[config.mk]
export PLATFORM = sky130hd
export DESIGN_NAME = ik_swift_host_bridge
export DESIGN_NICKNAME = d
export VERILOG_FILES = /design/src/rtl/ik_swift_pkg.sv /design/src/rtl/ik_swift_host_bridge_run_seq.sv /design/src/rtl/ik_swift_host_bridge.sv
export SDC_FILE = /design/constraint.sdc
export NUM_CORES = 2
export LEC_CHECK = 0
export ABC_CLOCK_PERIOD_IN_PS = 12800
export BUFFER_PORTS_ARGS = -buffer_cell sky130_fd_sc_hd__buf_2
export CAP_MARGIN = 20
export CORE_AREA = 2 2 579 581
export DETAILED_ROUTE_END_ITERATION = 8
export DIE_AREA = 0 0 581 583
export REMOVE_ABC_BUFFERS = 1
export SLEW_MARGIN = 20
export SYNTH_ARGS = -nofsm -noshare
export SYNTH_HDL_FRONTEND = slang
export SYNTH_SLANG_ARGS = --single-unit
[constraint.sdc]
create_clock -name clk -period 12.8 [get_ports clk]
set_input_delay 0.64 -clock clk [delete_from_list [all_inputs] [get_ports clk]]
set_output_delay 0.64 -clock clk [all_outputs]
set_load 0.01 [all_outputs]
[src/rtl/ik_swift_pkg.sv]
// Shared types, register map and helpers for the ik_swift host bridge.
package ik_swift_pkg;

  localparam int FIX_W = 36;

  typedef logic signed [FIX_W-1:0] fix_t;

  localparam logic [6:0] ADDR_CTRL       = 7'h00;
  localparam logic [6:0] ADDR_STATUS     = 7'h01;
  localparam logic [6:0] ADDR_JOINT_TYPE = 7'h02;
  localparam logic [6:0] ADDR_LATENCY    = 7'h03;
  localparam logic [6:0] ADDR_Z_LO       = 7'h08;
  localparam logic [6:0] ADDR_Z_HI       = 7'h0D;
  localparam logic [6:0] ADDR_TGT_LO     = 7'h10;
  localparam logic [6:0] ADDR_TGT_HI     = 7'h1B;
  localparam logic [6:0] ADDR_DH_LO      = 7'h20;
  localparam logic [6:0] ADDR_DH_HI      = 7'h4F;
  localparam logic [6:0] ADDR_DELTA_LO   = 7'h50;
  localparam logic [6:0] ADDR_DELTA_HI   = 7'h5B;

  // state    | meaning
  // IDLE     | solver parked, waiting for start
  // RESET    | ik_rst held high for RST_CYCLES clocks
  // RUN      | ik_en high, counting down the latency window
  // CAPTURE  | one cycle: latch ik_delta, set done
  typedef enum logic [1:0] {
    ST_IDLE,
    ST_RESET,
    ST_RUN,
    ST_CAPTURE
  } bridge_state_t;

  // Merge a 32-bit bus word into one half of a 36-bit operand.
  function automatic fix_t set_half(input fix_t cur, input logic hi, input logic [31:0] wd);
    fix_t r;
    r = cur;
    if (hi) r[35:32] = wd[3:0];
    else    r[31:0]  = wd;
    return r;
  endfunction

  // Hi word reads back bits[35:32] sign-extended to a full bus word.
  function automatic logic [31:0] read_half(input fix_t v, input logic hi);
    return hi ? {{28{v[35]}}, v[35:32]} : v[31:0];
  endfunction

endpackage

[src/rtl/ik_swift_host_bridge_run_seq.sv]
// Run sequencer: solver reset pulse, fixed enable window, capture strobe.
module ik_swift_run_seq
  import ik_swift_pkg::*;
#(
  parameter int RST_CYCLES = 2
) (
  input  logic        clk,
  input  logic        rst,
  input  logic        start,
  input  logic        abort,
  input  logic [15:0] latency,
  output logic        busy,
  output logic        ik_en,
  output logic        ik_rst,
  output logic        start_acc,
  output logic        capture
);

  localparam logic [15:0] RST_LOAD = 16'(RST_CYCLES);

  bridge_state_t r_state, w_state_nxt;
  logic [15:0]   r_cnt, w_cnt_nxt;
  logic [15:0]   w_lat_eff;

  // A zero latency would never terminate the countdown; run one cycle instead.
  assign w_lat_eff = (latency == 16'd0) ? 16'd1 : latency;
  assign busy      = (r_state != ST_IDLE);

  // State and counter registers.
  always_ff @(posedge clk) begin
    if (rst) begin
      r_state <= ST_IDLE;
      r_cnt   <= '0;
    end else begin
      r_state <= w_state_nxt;
      r_cnt   <= w_cnt_nxt;
    end
  end

  // Next-state, countdown and solver control outputs.
  always_comb begin
    w_state_nxt = r_state;
    w_cnt_nxt   = r_cnt;
    ik_en       = 1'b0;
    ik_rst      = 1'b0;
    start_acc   = 1'b0;
    capture     = 1'b0;
    case (r_state)
      ST_IDLE: begin
        if (start) begin
          w_state_nxt = ST_RESET;
          w_cnt_nxt   = RST_LOAD;
          start_acc   = 1'b1;
        end
      end
      ST_RESET: begin
        ik_rst = 1'b1;
        if (abort) begin
          w_state_nxt = ST_IDLE;
        end else if (r_cnt <= 16'd1) begin
          w_state_nxt = ST_RUN;
          w_cnt_nxt   = w_lat_eff;
        end else begin
          w_cnt_nxt = r_cnt - 16'd1;
        end
      end
      ST_RUN: begin
        ik_en = 1'b1;
        if (abort) begin
          w_state_nxt = ST_IDLE;
        end else if (r_cnt <= 16'd1) begin
          w_state_nxt = ST_CAPTURE;
        end else begin
          w_cnt_nxt = r_cnt - 16'd1;
        end
      end
      ST_CAPTURE: begin
        // An abort landing here still suppresses the capture and done.
        if (!abort) capture = 1'b1;
        w_state_nxt = ST_IDLE;
      end
      default: w_state_nxt = ST_IDLE;
    endcase
  end

endmodule

[src/rtl/ik_swift_host_bridge.sv]
// Avalon-MM register file that loads ik_swift operands and reads back results.
module ik_swift_host_bridge
  import ik_swift_pkg::*;
#(
  parameter int RUN_CYCLES = 64,
  parameter int RST_CYCLES = 2
) (
  input  logic                        clk,
  input  logic                        rst,
  input  logic                        chipselect,
  input  logic                        read,
  input  logic                        write,
  input  logic [6:0]                  address,
  input  logic [31:0]                 writedata,
  output logic [31:0]                 readdata,
  output logic                        irq,
  output logic                        ik_en,
  output logic                        ik_rst,
  output logic [2:0][FIX_W-1:0]       ik_z,
  output logic [5:0]                  ik_joint_type,
  output logic [5:0][3:0][FIX_W-1:0]  ik_dh_param,
  output logic [5:0][FIX_W-1:0]       ik_target,
  input  logic [5:0][FIX_W-1:0]       ik_delta
);

  fix_t        r_z      [3];
  fix_t        r_target [6];
  fix_t        r_dh     [24];
  fix_t        r_delta  [6];
  logic [5:0]  r_joint_type;
  logic [15:0] r_latency;
  logic        r_irq_en;
  logic        r_done;
  logic        r_wr_err;

  logic        w_wr, w_rd;
  logic        w_is_z, w_is_tgt, w_is_dh, w_is_delta, w_is_jt, w_is_operand;
  logic        w_ctrl_wr, w_start, w_abort, w_status_rd;
  logic        w_busy, w_start_acc, w_capture;
  logic [1:0]  w_z_idx;
  logic [2:0]  w_pair_idx;
  logic [4:0]  w_dh_k;
  logic [31:0] w_rdata;

  assign w_wr = chipselect & write;
  assign w_rd = chipselect & read;

  assign w_is_z     = (address >= ADDR_Z_LO)     && (address <= ADDR_Z_HI);
  assign w_is_tgt   = (address >= ADDR_TGT_LO)   && (address <= ADDR_TGT_HI);
  assign w_is_dh    = (address >= ADDR_DH_LO)    && (address <= ADDR_DH_HI);
  assign w_is_delta = (address >= ADDR_DELTA_LO) && (address <= ADDR_DELTA_HI);
  assign w_is_jt    = (address == ADDR_JOINT_TYPE);
  assign w_is_operand = w_is_z | w_is_tgt | w_is_dh | w_is_jt;

  // Each block base is aligned so the pair index falls straight out of the address.
  assign w_z_idx    = address[2:1];
  assign w_pair_idx = address[3:1];
  assign w_dh_k     = 5'((address - ADDR_DH_LO) >> 1);

  assign w_ctrl_wr   = w_wr && (address == ADDR_CTRL);
  assign w_abort     = w_ctrl_wr && writedata[1];
  assign w_start     = w_ctrl_wr && writedata[0] && !writedata[1];
  assign w_status_rd = w_rd && (address == ADDR_STATUS);

  ik_swift_run_seq #(
    .RST_CYCLES (RST_CYCLES)
  ) u_run_seq (
    .clk       (clk),
    .rst       (rst),
    .start     (w_start),
    .abort     (w_abort),
    .latency   (r_latency),
    .busy      (w_busy),
    .ik_en     (ik_en),
    .ik_rst    (ik_rst),
    .start_acc (w_start_acc),
    .capture   (w_capture)
  );

  // Operand shadows, config registers and delta capture.
  always_ff @(posedge clk) begin
    if (rst) begin
      for (int i = 0; i < 3; i++)  r_z[i]      <= '0;
      for (int i = 0; i < 6; i++)  r_target[i] <= '0;
      for (int i = 0; i < 24; i++) r_dh[i]     <= '0;
      for (int i = 0; i < 6; i++)  r_delta[i]  <= '0;
      r_joint_type <= '0;
      r_latency    <= 16'(RUN_CYCLES);
      r_irq_en     <= 1'b0;
    end else begin
      if (w_wr && !w_busy) begin
        if (w_is_z)   r_z[w_z_idx]         <= set_half(r_z[w_z_idx], address[0], writedata);
        if (w_is_tgt) r_target[w_pair_idx] <= set_half(r_target[w_pair_idx], address[0], writedata);
        if (w_is_dh)  r_dh[w_dh_k]         <= set_half(r_dh[w_dh_k], address[0], writedata);
        if (w_is_jt)  r_joint_type         <= writedata[5:0];
      end
      if (w_wr && (address == ADDR_LATENCY)) r_latency <= writedata[15:0];
      if (w_ctrl_wr) r_irq_en <= writedata[2];
      if (w_capture) begin
        for (int i = 0; i < 6; i++) r_delta[i] <= ik_delta[i];
      end
    end
  end

  // Sticky status bits; a set in the same cycle as a STATUS read wins.
  always_ff @(posedge clk) begin
    if (rst) begin
      r_done   <= 1'b0;
      r_wr_err <= 1'b0;
    end else begin
      if (w_capture)                       r_done <= 1'b1;
      else if (w_start_acc || w_status_rd) r_done <= 1'b0;
      if (w_wr && w_busy && w_is_operand)  r_wr_err <= 1'b1;
      else if (w_status_rd)                r_wr_err <= 1'b0;
    end
  end

  // Read mux.
  always_comb begin
    w_rdata = '0;
    if (address == ADDR_CTRL)         w_rdata = {29'd0, r_irq_en, 2'b00};
    else if (address == ADDR_STATUS)  w_rdata = {29'd0, r_wr_err, r_done, w_busy};
    else if (w_is_jt)                 w_rdata = {26'd0, r_joint_type};
    else if (address == ADDR_LATENCY) w_rdata = {16'd0, r_latency};
    else if (w_is_z)                  w_rdata = read_half(r_z[w_z_idx], address[0]);
    else if (w_is_tgt)                w_rdata = read_half(r_target[w_pair_idx], address[0]);
    else if (w_is_dh)                 w_rdata = read_half(r_dh[w_dh_k], address[0]);
    else if (w_is_delta)              w_rdata = read_half(r_delta[w_pair_idx], address[0]);
  end

  // Registered read data, held between reads.
  always_ff @(posedge clk) begin
    if (rst)       readdata <= '0;
    else if (w_rd) readdata <= w_rdata;
  end

  // Continuous operand drive from the shadows.
  always_comb begin
    for (int i = 0; i < 3; i++) ik_z[i] = r_z[i];
    for (int i = 0; i < 6; i++) ik_target[i] = r_target[i];
    for (int j = 0; j < 6; j++) begin
      for (int p = 0; p < 4; p++) ik_dh_param[j][p] = r_dh[4*j + p];
    end
  end

  assign ik_joint_type = r_joint_type;
  assign irq           = r_done & r_irq_en;

endmodule

# ---- Word level (Yosys, flattened, before mapping)
# Memory sizes are Yosys's and may differ from the RTL's.
# Cells that the tools add are included.
dict set report totals {
  ff_bits 75
  ramBits 1404
  memories 4
  output_inout_bits 1229
  word_cells 167
  input_bits 260
}
dict set report classes {
  bitwise 12
  order_cmp 9
  n_reduce_logical 29
  n_addsub 2
  n_mux 91
  eq_ne 12
}
# memory depth width read_ports rd_ports_with_merged_regs wr line_no
set memory_table {}
lappend memory_table {r_dh 24 36 25 0 24 ik_swift_host_bridge.sv:28} ;# fix_t r_dh [24];
lappend memory_table {r_delta 6 36 1 0 6 ik_swift_host_bridge.sv:29} ;# fix_t r_delta [6];
lappend memory_table {r_target 6 36 7 0 6 ik_swift_host_bridge.sv:27} ;# fix_t r_target [6];
lappend memory_table {r_z 3 36 4 0 3 ik_swift_host_bridge.sv:26} ;# fix_t r_z [3];
# operator n
set op_table {}
lappend op_table {{$mux 32} 24}
lappend op_table {{$mux 36} 9}
lappend op_table {{$reduce_or 36->1} 3}
lappend op_table {{$mux 16} 6}
lappend op_table {{$mux 4} 12}
lappend op_table {{$pmux 16 s3} 1}
lappend op_table {{$mux 1} 30}
lappend op_table {{$le 16x1->1 const B} 1}
lappend op_table {{$logic_not 16->1} 1}
lappend op_table {{$sub 16x1->16 const B} 1}
lappend op_table {{$eq 7x2->1 const B} 2}
lappend op_table {{$le 7x7->1 const B} 2}
lappend op_table {{$logic_and 1x1->1} 13}
lappend op_table {{$mux 2} 6}
lappend op_table {{$or 1x1->1} 9}
lappend op_table {{$pmux 2 s4} 1}
lappend op_table {{$eq 7x1->1 const B} 1}
lappend op_table {{$ge 7x4->1 const B} 1}
lappend op_table {{$ge 7x5->1 const B} 1}
lappend op_table {{$ge 7x6->1 const B} 1}
lappend op_table {{$ge 7x7->1 const B} 1}
lappend op_table {{$le 7x4->1 const B} 1}
lappend op_table {{$le 7x5->1 const B} 1}
lappend op_table {{$logic_not 7->1} 1}
lappend op_table {{other kinds (17)} 26}

# ---- Logic depth before layout (Yosys ltp)
dict set report depth {
  ltp_word 10
  depth_mapped 13
  mapped_depth_nobuf 8
}

# ---- Cells and area by module
# A second synthesis with hierarchy kept.
dict set report unflattened {
  hier_cells 5540
  hier_area_um2 82197.6
}
# module instances seq_area_each_um2 cells_per_inst area_per_inst_um2
set by_module_without_submodules {}
lappend by_module_without_submodules {ik_swift_host_bridge 1 55192.9 5363 80821.3}
lappend by_module_without_submodules {ik_swift_run_seq 1 360.3 177 1376.3}

# ---- Worst setup path after synthesis
# OpenSTA, ideal clock, no wires.
dict set report synth_timing {
  path_kind {in2reg}
  startpoint {input address[6]}
  endpoint {memory r_delta[0][0] (netlist name), enable pin}
  path_stages 6
  required_ps 11111
  slack_ps 5784
  setup_ps 1689
  path_buffers 2
  arrival_time_ps 5327
  path_cell_list {clkbuf_1 -> or4_1 -> clkbuf_1 -> or3_1 -> nand2_1 -> nand2_1}
}
# element line_no
set synth_rtl {}
lappend synth_rtl {{from (decl)} ik_swift_host_bridge.sv:13} ;# input logic [6:0] address,
lappend synth_rtl {{to (decl)} ik_swift_host_bridge.sv:29}

==> key figures <==
Floorplanning
  – Core ar.: 332000 um^2
  – Initial core utilization: 24.4%
  – Die area: 339000 um^2
  – Die Span X: 581 um
  – Ports: 1489
  – Row cnt: 212
  – Die Height: 583 um

Clock network
  – Root buffer cell: clkbuf_16
  – Clock slew at reported path FFs: 0.06 ns
  – Worst-skew pair later-pin latency: 0.94 ns
  – CTS buffer count: 216
  – Post-CTS sizing: 0
  – Clock Path Buffers: 4
  – TritonCTS clock tree: done
  – Clock Sinks: 1875
  – H-tree depth: 4

Global routing
  – Overflow after GRT: 0
  – GRT Overall Usage: 26.5%
  – Largest net degree at the start of global routing: 142
  – Initial antenna violation count: 63
  – First-pass GRT wire length: 596000 um
  – Vias in the first global route: 60.8k

Worst setup path
  – Reg2reg end: r_dh[0][4]$_SDFFCE_PN0P_
  – Flop-to-flop setup slack: 7.42 ns
  – CP Launch Type: flop
  – CP peak stage delay: 0.93 ns
  – Worst Setup SP: u_run_seq.r_state[0]$_SDFFE_PP0P_
  – Crit-path most repeated cell: nand2_4
  – CP top delay family: simple AND/OR/NAND/NOR gates
  – R2R depth: 9
  – Critical path buffers and inverters: 2
  – CP max stage cell: nor3_2
  – Crit Path Max Fanout: 38
  – Stages on worst setup path: 9
  – Crit. End Element: flop
  – Crit path to: r_dh[0][4]$_SDFFCE_PN0P_
  – R2r startpoint: u_run_seq.r_state[0]$_SDFFE_PP0P_
  – Required @ worst endpoint: 13.33 ns
  – Critical Setup Path Class: reg2reg
  – Worst path cell trace: inv_1, ha_1, nand3_1, nor2_1, nand2_1, nor3_2, nand2_4, nand2_4, buf_4
  – Worst path arrival time: 5.91 ns

Placed design
  – Inst Count DP: 11.6k
  – RePlAce Congestion: 0.903
  – Pre-CTS WS: 6.35 ns
  – Port bufs: 1488
  – Placed cell area: 95900 um^2
  – Hpwl dp: 342000 um

Final layout
  – Area Growth Syn to Fin: 29.8%
  – Post-route insts no fill: 12.2k
  – Fin area: 105000 um^2
  – Final net count: 7862
  – Share of layout cells above drive strength 1: 31.9%

Drt
  – DR vias: 62.5k
  – Drt wl/cell: 38.3 um
  – DRT iter0 DRCs: 9792
  – Post-route ant nets: 0
  – Pre-Repair DR Iteration Count: 6
  – Routed WL: 466000 um
  – Vias per cell: 5.13
  – Post-route DRC: 0

Logic synthesis
  – Top cell type by total area after synthesis: edfxtp_1
  – Sequential-to-total area share from yosys stat: 68.4%
  – FF+latch count, synth: 1875
  – Mean Syn Cell Area: 14.6 um^2
  – Post-synth ARST share: 0%
  – Synth cell count leaders: edfxtp_1, nor2_1, mux4_2, mux2i_1, nand2_1
  – Synth Warn #: 0
  – Synth top area share: 66.6%
  – Most frequent cell after synthesis: edfxtp_1
  – Post-Syn Area: 81200 um^2
  – Synth cell types: 85
  – Post-synth EDFFs: 1800
  – Top cells by area, synth: edfxtp_1, mux4_2, nor2_1
  – Mapped Cells: 5575
  – Most used DFF post-synth: edfxtp_1

STA
  – Unrepaired setup endpoints after global routing: no
  – Worst slew pin tran: 1.29 ns
  – Part of the cycle the worst path needs: 42.0%
  – Worst slew margin: 11.5%
  – Setup TNS: 0 ns
  – Final Hold Viols: 0
  – Hold Slack: 0.0868 ns
  – Final setup fails: 0
  – Max Clk Rate: 186 MHz
  – Final Critical Period: 5.38 ns
  – Slew Limit Fails: 0
  – Post-route setup slack: 7.42 ns
  – Clock Skews: 0.0817 ns

Pwr
  – VDD IR max: 0.116 mV
  – Switching pwr: 4.16 mW
  – Logic pwr share: 10.9%
  – Clock share of power: 42.8%
  – P_int: 11.3 mW
  – Power Dens Cells: 147 nW/um^2
  – Leak: 42.1 nW
  – Switching Share: 26.9%
  – Sequential Power Share: 46.3%

Run
  – Max Cap Viol: 0

Run status
  – Status: finished, final reports clean

Min path
  – HP Class: in2reg
==> cells by family (layout without fill, tap and decap cells) <==
logic type | after synthesis | count (layout) | share of synthesized area (%)
AO/OA/AOI/OAI | 542 | 542 | 4.76
XOR/XNOR | 11 | 11 | 0.119
adder cells (fa/ha/maj) | 6 | 6 | 0.0924
buffers and inverters | 527 | 2330 | 2.92
flip-flops | 1875 | 1875 | 68.4
multiplexers | 678 | 678 | 13.5
other | 1 | 416 | 0.00462
AND/OR/NAND/NOR | 1935 | 1935 | 10.2
==> power by group through the flow <==
stage               Combinational [mW]  Sequential, mW  Clock [mW]
global placement                  1.61            7.29           0
detailed placement                1.64            7.30           0
finish                            1.68            7.18        6.63
CTS                               1.69            7.17        6.72
floorplan                        0.558            7.30           0
global route                      1.75            7.19        6.93
==> worst reg2reg max path, delay by kind of cell, from the launching register on <==
kind          cells  cell delay, ns
fa+ha+maj         1            0.31
flops             1            0.33
simple gates      6            3.46
buf+inv           2            0.75
==> final cells by class <==
| cell class | instances | area, um^2 |
|---|---|---|
| fillers | 33100 | 227000 |
| diodes | 20 | 50.0 |
| well taps | 4387 | 5490 |
| multi-input cells | 3568 | 25800 |
| clock inverters | 155 | 1860 |
| repair buffers | 1848 | 10900 |
| inverters | 87 | 333 |
| clock buffers | 240 | 5520 |
| flip-flops and latches | 1875 | 55600 |
==> sequential cells by signal, summed over array words and instances, names as in the netlist <==
register           flops
r_dh                1152
r_target             288
r_delta              216
r_z                  144
readdata              32
r_latency             16
u_run_seq.r_cnt       16
ik_joint_type          6
u_run_seq.r_state      2
r_done                 1
r_irq_en               1
r_wr_err               1
==> metrics by stage <==
| step | utilization [%] | power [mW] |
|---|---|---|
| 4_1_cts | 31.7 | 15.6 |
| 3_3_place_gp | 28.8 | 8.90 |
| 5_1_grt | 31.7 | 15.9 |
| 6_report | 31.7 | 15.5 |
| 2_1_floorplan | - | 7.86 |
| 3_5_place_dp | 28.9 | 8.94 |
==> per-layer routing <==
metal / vias to the layer above / track usage, % / wire, um
met1: 32000 / 32.0 / 169000
met5: - / 0 / 0
met2: 5014 / 42.1 / 212000
li1: 24600 / - / -
met4: 0 / 15.2 / 31300
met3: 888 / 8.01 / 53900
==> worst min path at each step <==
stage,depth (start not counted),slack (ns),end,start
global placement,2,0.47,readdata[2]$_SDFFE_PP0P_,readdata[2]$_SDFFE_PP0P_
global route,2,0.04,r_delta[5][21]$_SDFFCE_PN0P_,ik_delta[201]
detailed placement,1,0.47,readdata[5]$_SDFFE_PP0P_,readdata[5]$_SDFFE_PP0P_
finish,3,0.09,ik_joint_type[5]$_SDFFE_PP0P_,writedata[5]
CTS,3,0.001,ik_joint_type[5]$_SDFFE_PP0P_,writedata[5]
floorplan,1,0.46,u_run_seq.r_cnt[6]$_SDFFE_PP0P_,u_run_seq.r_cnt[6]$_SDFFE_PP0P_
==> timing repair <==
action / in CTS / in global routing
hold endpoints to repair: 209 / 0
setup buffers: 0 / 0
hold buffers: 208 / 0
==> cells in the final DEF, fill, tap and decap left out, types with 28 or more instances in the layout <==
cell type and count:
edfxtp_1 1800, buf_2 1482, nor2_1 1294, conb_1 396
mux4_2 334, mux2i_1 307, and2_1 232, clkbuf_16 217
dlygate4sd3_1 208, nand2_1 182, buf_4 137, a21oi_1 94
a22oi_1 90, inv_1 82, dfxtp_1 75, a221oi_1 47
o21ai_0 47, nand2_4 42, clkinv_2 41, clkinv_1 37
bufinv_16 35, nand4_1 34, o2111ai_1 28
No activity file was read; power rests on OpenSTA's default activity.
